==> config.mk <==
export PLATFORM = sky130hd
export DESIGN_NAME = seg7_scan_driver
export DESIGN_NICKNAME = d
export VERILOG_FILES = /design/src/rtl/seg7_pkg.sv /design/src/rtl/seg7_hex_decode.sv /design/src/rtl/seg7_scan_driver.sv
export SDC_FILE = /design/constraint.sdc
export NUM_CORES = 1
export LEC_CHECK = 0
export BUFFER_PORTS_ARGS = -buffer_cell sky130_fd_sc_hd__buf_2
export CORE_UTILIZATION = 58
export CTS_CLUSTER_SIZE = 28
export DETAILED_ROUTE_END_ITERATION = 7
export PLACE_DENSITY = 0.79
export SLEW_MARGIN = 10
export SYNTH_ARGS = -nofsm -noshare
export SYNTH_HDL_FRONTEND = slang
export SYNTH_SLANG_ARGS = --single-unit
==> constraint.sdc <==
create_clock -name clk -period 2.2 [get_ports clk]
set_clock_uncertainty 0.05 [all_clocks]
set_input_delay 0.33 -clock clk [delete_from_list [all_inputs] [get_ports clk]]
set_output_delay 0.33 -clock clk [all_outputs]
set_load 0.03 [all_outputs]
==> src/rtl/seg7_pkg.sv <==
// Shared 7-segment constants: hex segment table, all-off pattern, width helper.
// Latency: n/a (constants and an elaboration-time function only).
// Backpressure: n/a.
package seg7_pkg;

  // Active-high segment pattern a..g = [6:0] with every segment dark
  localparam logic [6:0] SEG_OFF = 7'b0000000;

  // Active-high hex glyphs, a = bit 6 ... g = bit 0
  localparam logic [6:0] SEG_HEX [16] = '{
    7'b1111110, 7'b0110000, 7'b1101101, 7'b1111001,
    7'b0110011, 7'b1011011, 7'b1011111, 7'b1110000,
    7'b1111111, 7'b1111011, 7'b1110111, 7'b0011111,
    7'b1001110, 7'b0111101, 7'b1001111, 7'b1000111
  };

  // Bits needed to hold 0..v-1, never less than 1
  function automatic int clog2(input int v);
    int w;
    w = 1;
    while ((1 << w) < v) w++;
    return w;
  endfunction

endpackage

==> src/rtl/seg7_hex_decode.sv <==
// Nibble to active-high 7-segment glyph, usable by any display block.
// Latency: combinational.
// Backpressure: none.
module seg7_hex_decode
  import seg7_pkg::*;
(
  input  logic [3:0] nibble,
  output logic [6:0] seg
);

  // Plain table lookup; polarity is left to the caller
  always_comb begin
    seg = SEG_HEX[nibble];
  end

endmodule

==> src/rtl/seg7_scan_driver.sv <==
// Time-multiplexed N-digit 7-segment scanner with anti-ghost blanking and tear-free updates.
// Latency: an/seg/dp_out/frame_start are registered, one cycle behind the scan counters.
// Backpressure: none; load is a fire-and-forget strobe, last load before a frame boundary wins.
module seg7_scan_driver
  import seg7_pkg::*;
#(
  parameter int NUM_DIGITS   = 4,
  parameter int CLK_HZ       = 100000000,
  parameter int REFRESH_HZ   = 1000,
  parameter int BLANK_CYCLES = 64,
  parameter int ACTIVE_LOW   = 1
) (
  input  logic                    clk,
  input  logic                    rst_n,
  input  logic                    enable,
  input  logic                    load,
  input  logic [4*NUM_DIGITS-1:0] value,
  input  logic [NUM_DIGITS-1:0]   dp,
  input  logic [NUM_DIGITS-1:0]   blank,
  output logic [NUM_DIGITS-1:0]   an,
  output logic [6:0]              seg,
  output logic                    dp_out,
  output logic                    frame_start
);

  localparam int TICK_DIV = CLK_HZ / (REFRESH_HZ * NUM_DIGITS);
  localparam int PW       = clog2(TICK_DIV);
  localparam int DW       = clog2(NUM_DIGITS);

  localparam logic [PW-1:0] PS_LAST  = PW'(TICK_DIV - 1);
  localparam logic [PW-1:0] PS_BLANK = PW'(BLANK_CYCLES);
  localparam logic [DW-1:0] DG_LAST  = DW'(NUM_DIGITS - 1);

  // Polarity masks: XOR an active-high value with these at the output flops
  localparam logic          POL      = (ACTIVE_LOW != 0);
  localparam logic [NUM_DIGITS-1:0] AN_POL = {NUM_DIGITS{POL}};
  localparam logic [6:0]    SEG_POL  = {7{POL}};

  if (NUM_DIGITS < 1 || NUM_DIGITS > 8) begin : g_bad_digits
    $error("seg7_scan_driver: NUM_DIGITS must be 1..8");
  end
  if (TICK_DIV < 2 || BLANK_CYCLES >= TICK_DIV) begin : g_bad_timing
    $error("seg7_scan_driver: need TICK_DIV>=2 and BLANK_CYCLES<TICK_DIV");
  end

  logic [PW-1:0] prescaler;
  logic [DW-1:0] digit;
  logic          frame_end;

  logic [NUM_DIGITS-1:0][3:0] sh_val;
  logic [NUM_DIGITS-1:0]      sh_dp;
  logic [NUM_DIGITS-1:0]      sh_blank;
  logic                       pending;

  logic [NUM_DIGITS-1:0][3:0] disp_val;
  logic [NUM_DIGITS-1:0]      disp_dp;
  logic [NUM_DIGITS-1:0]      disp_blank;

  logic [3:0]            cur_nib;
  logic [6:0]            cur_pat;
  logic                  lit;
  logic [NUM_DIGITS-1:0] an_nxt;
  logic [6:0]            seg_nxt;
  logic                  dp_nxt;

  assign frame_end = (prescaler == PS_LAST) && (digit == DG_LAST);

  // Slot prescaler and digit index; frame_start marks the cycle after a frame boundary
  always_ff @(posedge clk or negedge rst_n) begin
    if (!rst_n) begin
      prescaler   <= '0;
      digit       <= '0;
      frame_start <= 1'b0;
    end else begin
      frame_start <= frame_end;
      if (prescaler == PS_LAST) begin
        prescaler <= '0;
        digit     <= (digit == DG_LAST) ? '0 : digit + DW'(1);
      end else begin
        prescaler <= prescaler + PW'(1);
      end
    end
  end

  // Shadow capture and frame-boundary transfer so the visible frame is never torn
  always_ff @(posedge clk or negedge rst_n) begin
    if (!rst_n) begin
      sh_val     <= '0;
      sh_dp      <= '0;
      sh_blank   <= '0;
      pending    <= 1'b0;
      disp_val   <= '0;
      disp_dp    <= '0;
      disp_blank <= '0;
    end else if (load && frame_end) begin
      // Load on the boundary itself skips the shadow and lands in the next frame
      disp_val   <= value;
      disp_dp    <= dp;
      disp_blank <= blank;
      pending    <= 1'b0;
    end else if (load) begin
      sh_val   <= value;
      sh_dp    <= dp;
      sh_blank <= blank;
      pending  <= 1'b1;
    end else if (frame_end && pending) begin
      disp_val   <= sh_val;
      disp_dp    <= sh_dp;
      disp_blank <= sh_blank;
      pending    <= 1'b0;
    end
  end

  assign cur_nib = disp_val[digit];

  seg7_hex_decode u_dec (
    .nibble (cur_nib),
    .seg    (cur_pat)
  );

  // Active-high next outputs: dark during the blanking window, when disabled or digit blanked
  always_comb begin
    lit     = enable && (prescaler >= PS_BLANK) && !disp_blank[digit];
    an_nxt  = '0;
    seg_nxt = SEG_OFF;
    dp_nxt  = 1'b0;
    if (lit) begin
      an_nxt  = NUM_DIGITS'(1) << digit;
      seg_nxt = cur_pat;
      dp_nxt  = disp_dp[digit];
    end
  end

  // Output flops apply pin polarity in one place; reset leaves every pin inactive
  always_ff @(posedge clk or negedge rst_n) begin
    if (!rst_n) begin
      an     <= AN_POL;
      seg    <= SEG_OFF ^ SEG_POL;
      dp_out <= POL;
    end else begin
      an     <= an_nxt ^ AN_POL;
      seg    <= seg_nxt ^ SEG_POL;
      dp_out <= dp_nxt ^ POL;
    end
  end

endmodule
==> results of run 1 <==
==> placed cells by master (no fill, tap or decap), drive strengths merged, types with 2 or more instances in the layout <==
cell	synthesis	final
xnor2	4	4
clkinv	0	3
inv	8	8
o21ai	7	7
and2	2	2
nor4	2	2
dfrtp	67	67
bufinv	0	2
a21oi	2	2
ha	12	12
mux4	6	6
mux2i	2	2
buf	9	49
o221ai	2	2
nor2b	3	3
nor3	4	4
nand3	6	6
nand2	21	21
mux2	75	75
a311oi	2	2
clkbuf	4	9
and3	2	2
nor2	19	19
dfstp	12	12
xor2	13	13
==> metrics by stage <==
| stage | instances | setup slack [ps] |
|---|---|---|
| 2_1_floorplan | 295 | 176 |
| 3_5_place_dp | 408 | 140 |
| 3_3_place_gp | 408 | 213 |
| 5_1_grt | 424 | 20.9 |
| 4_1_cts | 424 | 122 |
| 6_report | 424 | 136 |
==> flip-flops by register name, indices dropped and copies added, names as in the netlist <==
signal / count
an: 4
sh_blank: 4
disp_dp: 4
disp_blank: 4
sh_val: 16
sh_dp: 4
digit: 2
pending: 1
disp_val: 16
dp_out: 1
frame_start: 1
seg: 7
prescaler: 15
==> worst max-delay path by stage <==
stage / startpoint / end / slack (ps) / cells after the start
floorplan: digit[0] / seg[6] / 180 / 8
global placement: prescaler[0] / disp_blank[3] / 210 / 6
detailed placement: prescaler[0] / disp_val[1] / 140 / 6
CTS: prescaler[0] / disp_val[8] / 120 / 6
global route: digit[0] / seg[6] / 20 / 7
finish: prescaler[0] / disp_blank[0] / 140 / 6
==> kinds of logic (layout without fill, tap and decap cells) <==
family	Yosys count	after routing
mux	83	83
simple gates	64	64
flops	79	79
fa+ha+maj	12	12
xor+xnor	17	17
buf+inv	21	73
compound gates	19	19
==> power by group <==
| group | internal (uW) | total (uW) | switching [uW] |
|---|---|---|---|
| Clock | 630 | 1170 | 539 |
| Sequential | 1500 | 1520 | 20.3 |
| Combinational | 107 | 188 | 80.9 |
| Total | 2230 | 2870 | 640 |
==> routing by layer <==
metal | part of all wire | vias up | routed length, microns
met3 | 0.038 | 11 | 252
met5 | 0 | - | 0
met4 | 0.017 | 0 | 109
met1 | 0.48 | 1150 | 3150
met2 | 0.47 | 45 | 3090
li1 | - | 1129 | -
==> what timing repair did <==
action / in CTS / in global routing
buffers inserted: 0 / 0
hold endpoints to repair: 22 / 0
endpoints found under the setup margin: 0 / 1
gates resized for setup: 0 / 1
hold buffers: 1 / 0
==> cell type report <==
cell class,instances,area share
sequential,79,0.453
multi-input combinational,195,0.398
timing repair buffer,50,0.0723
clock buffer,9,0.0282
tap,77,0.0219
clock inverter,6,0.0196
inverter,8,0.00683
==> impl_metrics.csv, run 1 <==
group,metric,value,unit
outcome,run_status,"complete, no violations",
critical_path,reg2reg_setup_slack,140,ps
synthesis,synth_top_family_by_area,"multiplexers",
cells_and_area,drive_above_1_share,0.406,
timing,finalSetupTns,0,ps
place,gp_congestion,0.813,
die,die_area,0.00701,sq mm
grt,global_route.usage.met1,0.298,
synthesis,mappedNetlistArea,0.00387,sq mm
critical_path,path_max_fanout,24,
synthesis,synthFlopType,"dfrtp_1",
routing,wire_per_inst,15.6,microns
timing,slew-limit-headroom,0.675,
synthesis,share_of_synthesized_registers_carrying_an_async_set_or_reset,1.00,
routing,routed_wirelength,6600,microns
synthesis,post-synth-top-area-fraction,0.433,
cells_and_area,multi_input_area,0.00175,sq mm
critical_path,worst-setup-path-type,"reg2reg",
critical_path,worst-path-buf-inv,1,
synthesis,synth_xor_area_frac,0.0384,
synthesis,netlist_top_cells_count,"dfrtp_1, mux2_2, mux2_1, nand2_1, nor2_1",
cts,cts.reportedPaths.clkPinSlew,90,ps
cells_and_area,area_growth,13.4,%
critical_path,timing.critical_path.cells,"ha_1 -> nand3_2 -> nor4_4 -> and3b_1 -> buf_12 -> mux2_2",
timing,period_share,0.938,
synthesis,syn_nets,335,
timing,unrepaired_setup_endpoints_after_global_routing,"no",
critical_path,path_delay_family,"simple AND/OR/NAND/NOR gates",
routing,vias,2335,
hold_path,holdCritStartpoint,"value[2]",
timing,final-max-slew-violation-count,0,
critical_path,critPathCaptureType,"flip-flop",
synthesis,synth_seq_cells,79,
hold_path,hold_class,"in2reg",
synthesis,yosys.area_share.simple,0.0827,
critical_path,worst_r2r_end,"disp_blank[0]",
cells_and_area,final_nets,383,
critical_path,cp_slowest_cell,"dfrtp_1",
synthesis,ys.warnings.count,0,
timing,tightest_slew,484,ps
synthesis,synth.most_common_cell,"dfrtp_1",
routing,detail_route.drc_violations,0,
cells_and_area,design_area,0.00439,sq mm
cells_and_area,sequential_cell_area,0.00199,sq mm
die,die_height,83.7,microns
cells_and_area,fillers,476,
timing,timing.final.crit_period,2060,ps
synthesis,synth_compound_gate_area_share,0.0333,
grt,maximum_number_of_pins_on_one_net_before_global_route_repair,48,
synthesis,postSynthCellCount,295,
hold_path,min_path_cells,2,
grt,grt_pass1_wl,11700,microns
cts,cts_tree,"built",
grt,grt-ovfl-total,0,
critical_path,start_kind,"flip-flop",
grt,antenna_violations_before_repair,0,
cts,clockBufferDepth,2,
synthesis,post_synth_fa_ha_maj_area_fraction,0.0387,
cts,cts_root_buffer,"clkbuf_8",
die,initial_core_util,0.607,
cts,numCtsBuffers,9,
job,cap_violations,0,
pwr,p_leak,0.00202,uW
pwr,power.ir.vdd_worst,0.566,mV
routing,drt_first_pass_iters,4,
die,core_area,0.00639,sq mm
cts,cts.sinks,79,
synthesis,yosys-mux-area-fraction,0.258,
critical_path,reg2reg_depth,6,
routing,dr.first_iter.drc_count,59,
timing,finalSetupViolations,0,
synthesis,synth_sequential_area_ratio,0.514,
die,num_rows,29,
pwr,power_density,654,mW/mm^2
critical_path,crit_path_max_incr_delay,400,ps
grt,grt_use_met2,0.328,
grt,use_met3,0.0524,
timing,finalHoldViolCount,0,
pwr,total_power,2870,uW
critical_path,cp_data_arrival_time,2260,ps
critical_path,timing.rr.start,"prescaler[0]",
routing,route.antenna.remaining_nets,0,
cts,cts-htree-levels,3,
die,floorplan.io_pins,41,
hold_path,min_delay_endpoint,"sh_val[2]",
grt,global_route.peak_usage_layer,"met2",
synthesis,synth_enable_flop_cells,0,
cells_and_area,antenna-diode-count,0,
timing,maxClockFrequency,484,MHz
routing,detail_route.vias_per_cell,5.51,
synthesis,postSynthAreaPerCell,13.1,sq um
synthesis,synth_largest_area_cell,"dfrtp_1",
timing,whs,160,ps
grt,grtUsageTotal,0.216,
place,place_area,0.00417,sq mm
critical_path,critical_path_required,2400,ps
cts,clock_insertion_delay_worst_skew,360,ps
grt,number_of_global_route_vias_before_repair,2458,
place,dp_hpwl,4560,microns
synthesis,synth.lib_cells_used.distinct,40,
synthesis,synthTopCellsByArea,"dfrtp_1, mux2_2, dfstp_2, mux2_1, ha_1",
die,chipWidth,83.7,microns
place,port-buffer-count,40,
cells_and_area,postLayoutCoreUtil,0.688,
No activity file was read; power rests on OpenSTA's default activity.
==> run 2: changes to the inputs <==
--- a/config.mk
+++ b/config.mk
@@ -6,10 +6,10 @@
 export NUM_CORES = 1
 export LEC_CHECK = 0
 export BUFFER_PORTS_ARGS = -buffer_cell sky130_fd_sc_hd__buf_2
-export CORE_UTILIZATION = 58
+export CORE_UTILIZATION = 53
 export CTS_CLUSTER_SIZE = 28
 export DETAILED_ROUTE_END_ITERATION = 7
-export PLACE_DENSITY = 0.79
+export PLACE_DENSITY = 0.76
 export SLEW_MARGIN = 10
 export SYNTH_ARGS = -nofsm -noshare
 export SYNTH_HDL_FRONTEND = slang
==> constraint.sdc (replaced) <==
create_clock -name clk -period 1.7 [get_ports clk]
set_clock_uncertainty 0.05 [all_clocks]
set_input_delay 0.255 -clock clk [delete_from_list [all_inputs] [get_ports clk]]
set_output_delay 0.255 -clock clk [all_outputs]
set_load 0.03 [all_outputs]
==> impl_metrics.csv, run 2 (same netlist as run 1, synthesis figures left out) <==
group,metric,value,unit
die,floorplan.io_pins,41,
routing,wire_per_inst,16.2,microns
die,chipWidth,87.5,microns
grt,grt-ovfl-total,0,
cts,clockBufferDepth,2,
critical_path,critPathCaptureType,"flip-flop",
timing,maxClockFrequency,504,MHz
timing,finalSetupTns,-11910,ps
die,die_area,0.00766,sq mm
grt,global_route.peak_usage_layer,"met2",
place,gp_congestion,0.827,
place,dp_hpwl,5000,microns
outcome,run_status,"complete, but fails checks",
cells_and_area,fillers,492,
cells_and_area,drive_above_1_share,0.554,
grt,grtUsageTotal,0.225,
place,place_area,0.00454,sq mm
routing,drt_first_pass_iters,5,
timing,tightest_slew,325,ps
pwr,total_power,3610,uW
cts,numCtsBuffers,9,
die,num_rows,30,
cells_and_area,design_area,0.00500,sq mm
cells_and_area,final_nets,429,
cells_and_area,area_growth,29.1,%
die,core_area,0.00694,sq mm
die,die_height,87.5,microns
routing,dr.first_iter.drc_count,113,
cells_and_area,layout_common_cells,"dfrtp_1, mux2_2, buf_4",
timing,unrepaired_setup_endpoints_after_global_routing,"yes",
grt,antenna_violations_before_repair,0,
hold_path,hold_class,"in2reg",
timing,finalHoldViolCount,0,
pwr,power_density,722,mW/mm^2
grt,grt_pass1_wl,12900,microns
grt,global_route.usage.met1,0.304,
cts,cts.reportedPaths.clkPinSlew,80,ps
timing,slew-limit-headroom,0.783,
critical_path,cp_data_arrival_time,2160,ps
cts,cts.sinks,79,
pwr,p_leak,0.00228,uW
die,initial_core_util,0.558,
place,port-buffer-count,40,
timing,finalWorstSetupSlack,-283,ps
cells_and_area,mostFrequentLayoutCell,"dfrtp_1",
timing,timing.final.crit_period,1980,ps
grt,maximum_number_of_pins_on_one_net_before_global_route_repair,42,
outcome,violations,"negative setup slack",
routing,detail_route.vias_per_cell,5.30,
pwr,power.ir.vdd_worst,0.466,mV
cells_and_area,reg.largest.list,"disp_val x16, sh_val x16, prescaler x15",
critical_path,path_max_fanout,24,
cells_and_area,postLayoutCoreUtil,0.721,
cts,cts-htree-levels,3,
timing,final-max-slew-violation-count,0,
cells_and_area,antenna-diode-count,0,
routing,routed_wirelength,7910,microns
routing,vias,2585,
critical_path,worst-setup-path-type,"reg2reg",
routing,route.antenna.remaining_nets,0,
cts,cts_tree,"built",
timing,finalSetupViolations,55,
grt,grt_use_met2,0.363,
cts,cts_root_buffer,"clkbuf_8",
grt,number_of_global_route_vias_before_repair,2691,
place,post-place-ws,-242,ps
cts,clock_insertion_delay_worst_skew,350,ps
job,cap_violations,0,
critical_path,start_kind,"flip-flop",
grt,use_met3,0.0379,
critical_path,critical_path_required,1880,ps
timing,period_share,1.17,
routing,detail_route.drc_violations,0,
run 2: area by class of cell:
cell class / instances / area, sq um / area share
flip-flops and latches: 79 / 1990 / 0.399
clock buffers: 11 / 151 / 0.0303
multi-input cells: 196 / 1950 / 0.390
well taps: 96 / 120 / 0.0240
inverters: 8 / 37.5 / 0.00750
clock inverters: 3 / 43.8 / 0.00875
repair buffers: 95 / 707 / 0.141
run 2: timing repair:
item / 4_1_cts / 5_1_grt
hold endpoints to repair: 18 / 0
setup buffers: 4 / 2
gates resized for setup: 25 / 25
endpoints found under the setup margin: 55 / 60
cloned: 1 / 1
hold buffers: 1 / 0
pin swaps: 10 / 14
run 2: final timing paths:
check	startpoint	end	slack, ps	depth (start not counted)
max in group asynchronous	rst_n	dp_out	730	3
max	prescaler[10]	disp_blank[3]	-280	6
max reg2reg	prescaler[10]	disp_blank[3]	-280	6
min in group asynchronous	rst_n	prescaler[14]	300	2
min reg2reg	disp_val[12]	disp_val[12]	440	1
min	dp[3]	sh_dp[3]	100	2
run 2: per-stage QoR:
step / hold WS, ps / instances
2_1_floorplan: -90.6 / 295
3_3_place_gp: 129 / 465
3_5_place_dp: 131 / 465
4_1_cts: 87.9 / 485
5_1_grt: 89.9 / 488
6_report: 102 / 488
run 2: power breakdown:
group | switching (uW) | total [uW] | internal, uW
combinational | 108 | 250 | 142
sequential | 27.0 | 1960 | 1940
clock | 658 | 1400 | 743
run 2: layer usage:
metal / part of all wire / wire [microns]
met5: 0 / 0
met4: 0.014 / 110
met3: 0.028 / 219
met2: 0.49 / 3910
met1: 0.46 / 3670
run 2: worst max-delay path, cell delays in order, from the launching register on:
cell and delay (ps):
dfrtp_1 400, nor3_2 220, nand2_2 110, nor4_4 300
and3b_2 250, buf_12 180, mux2_2 350
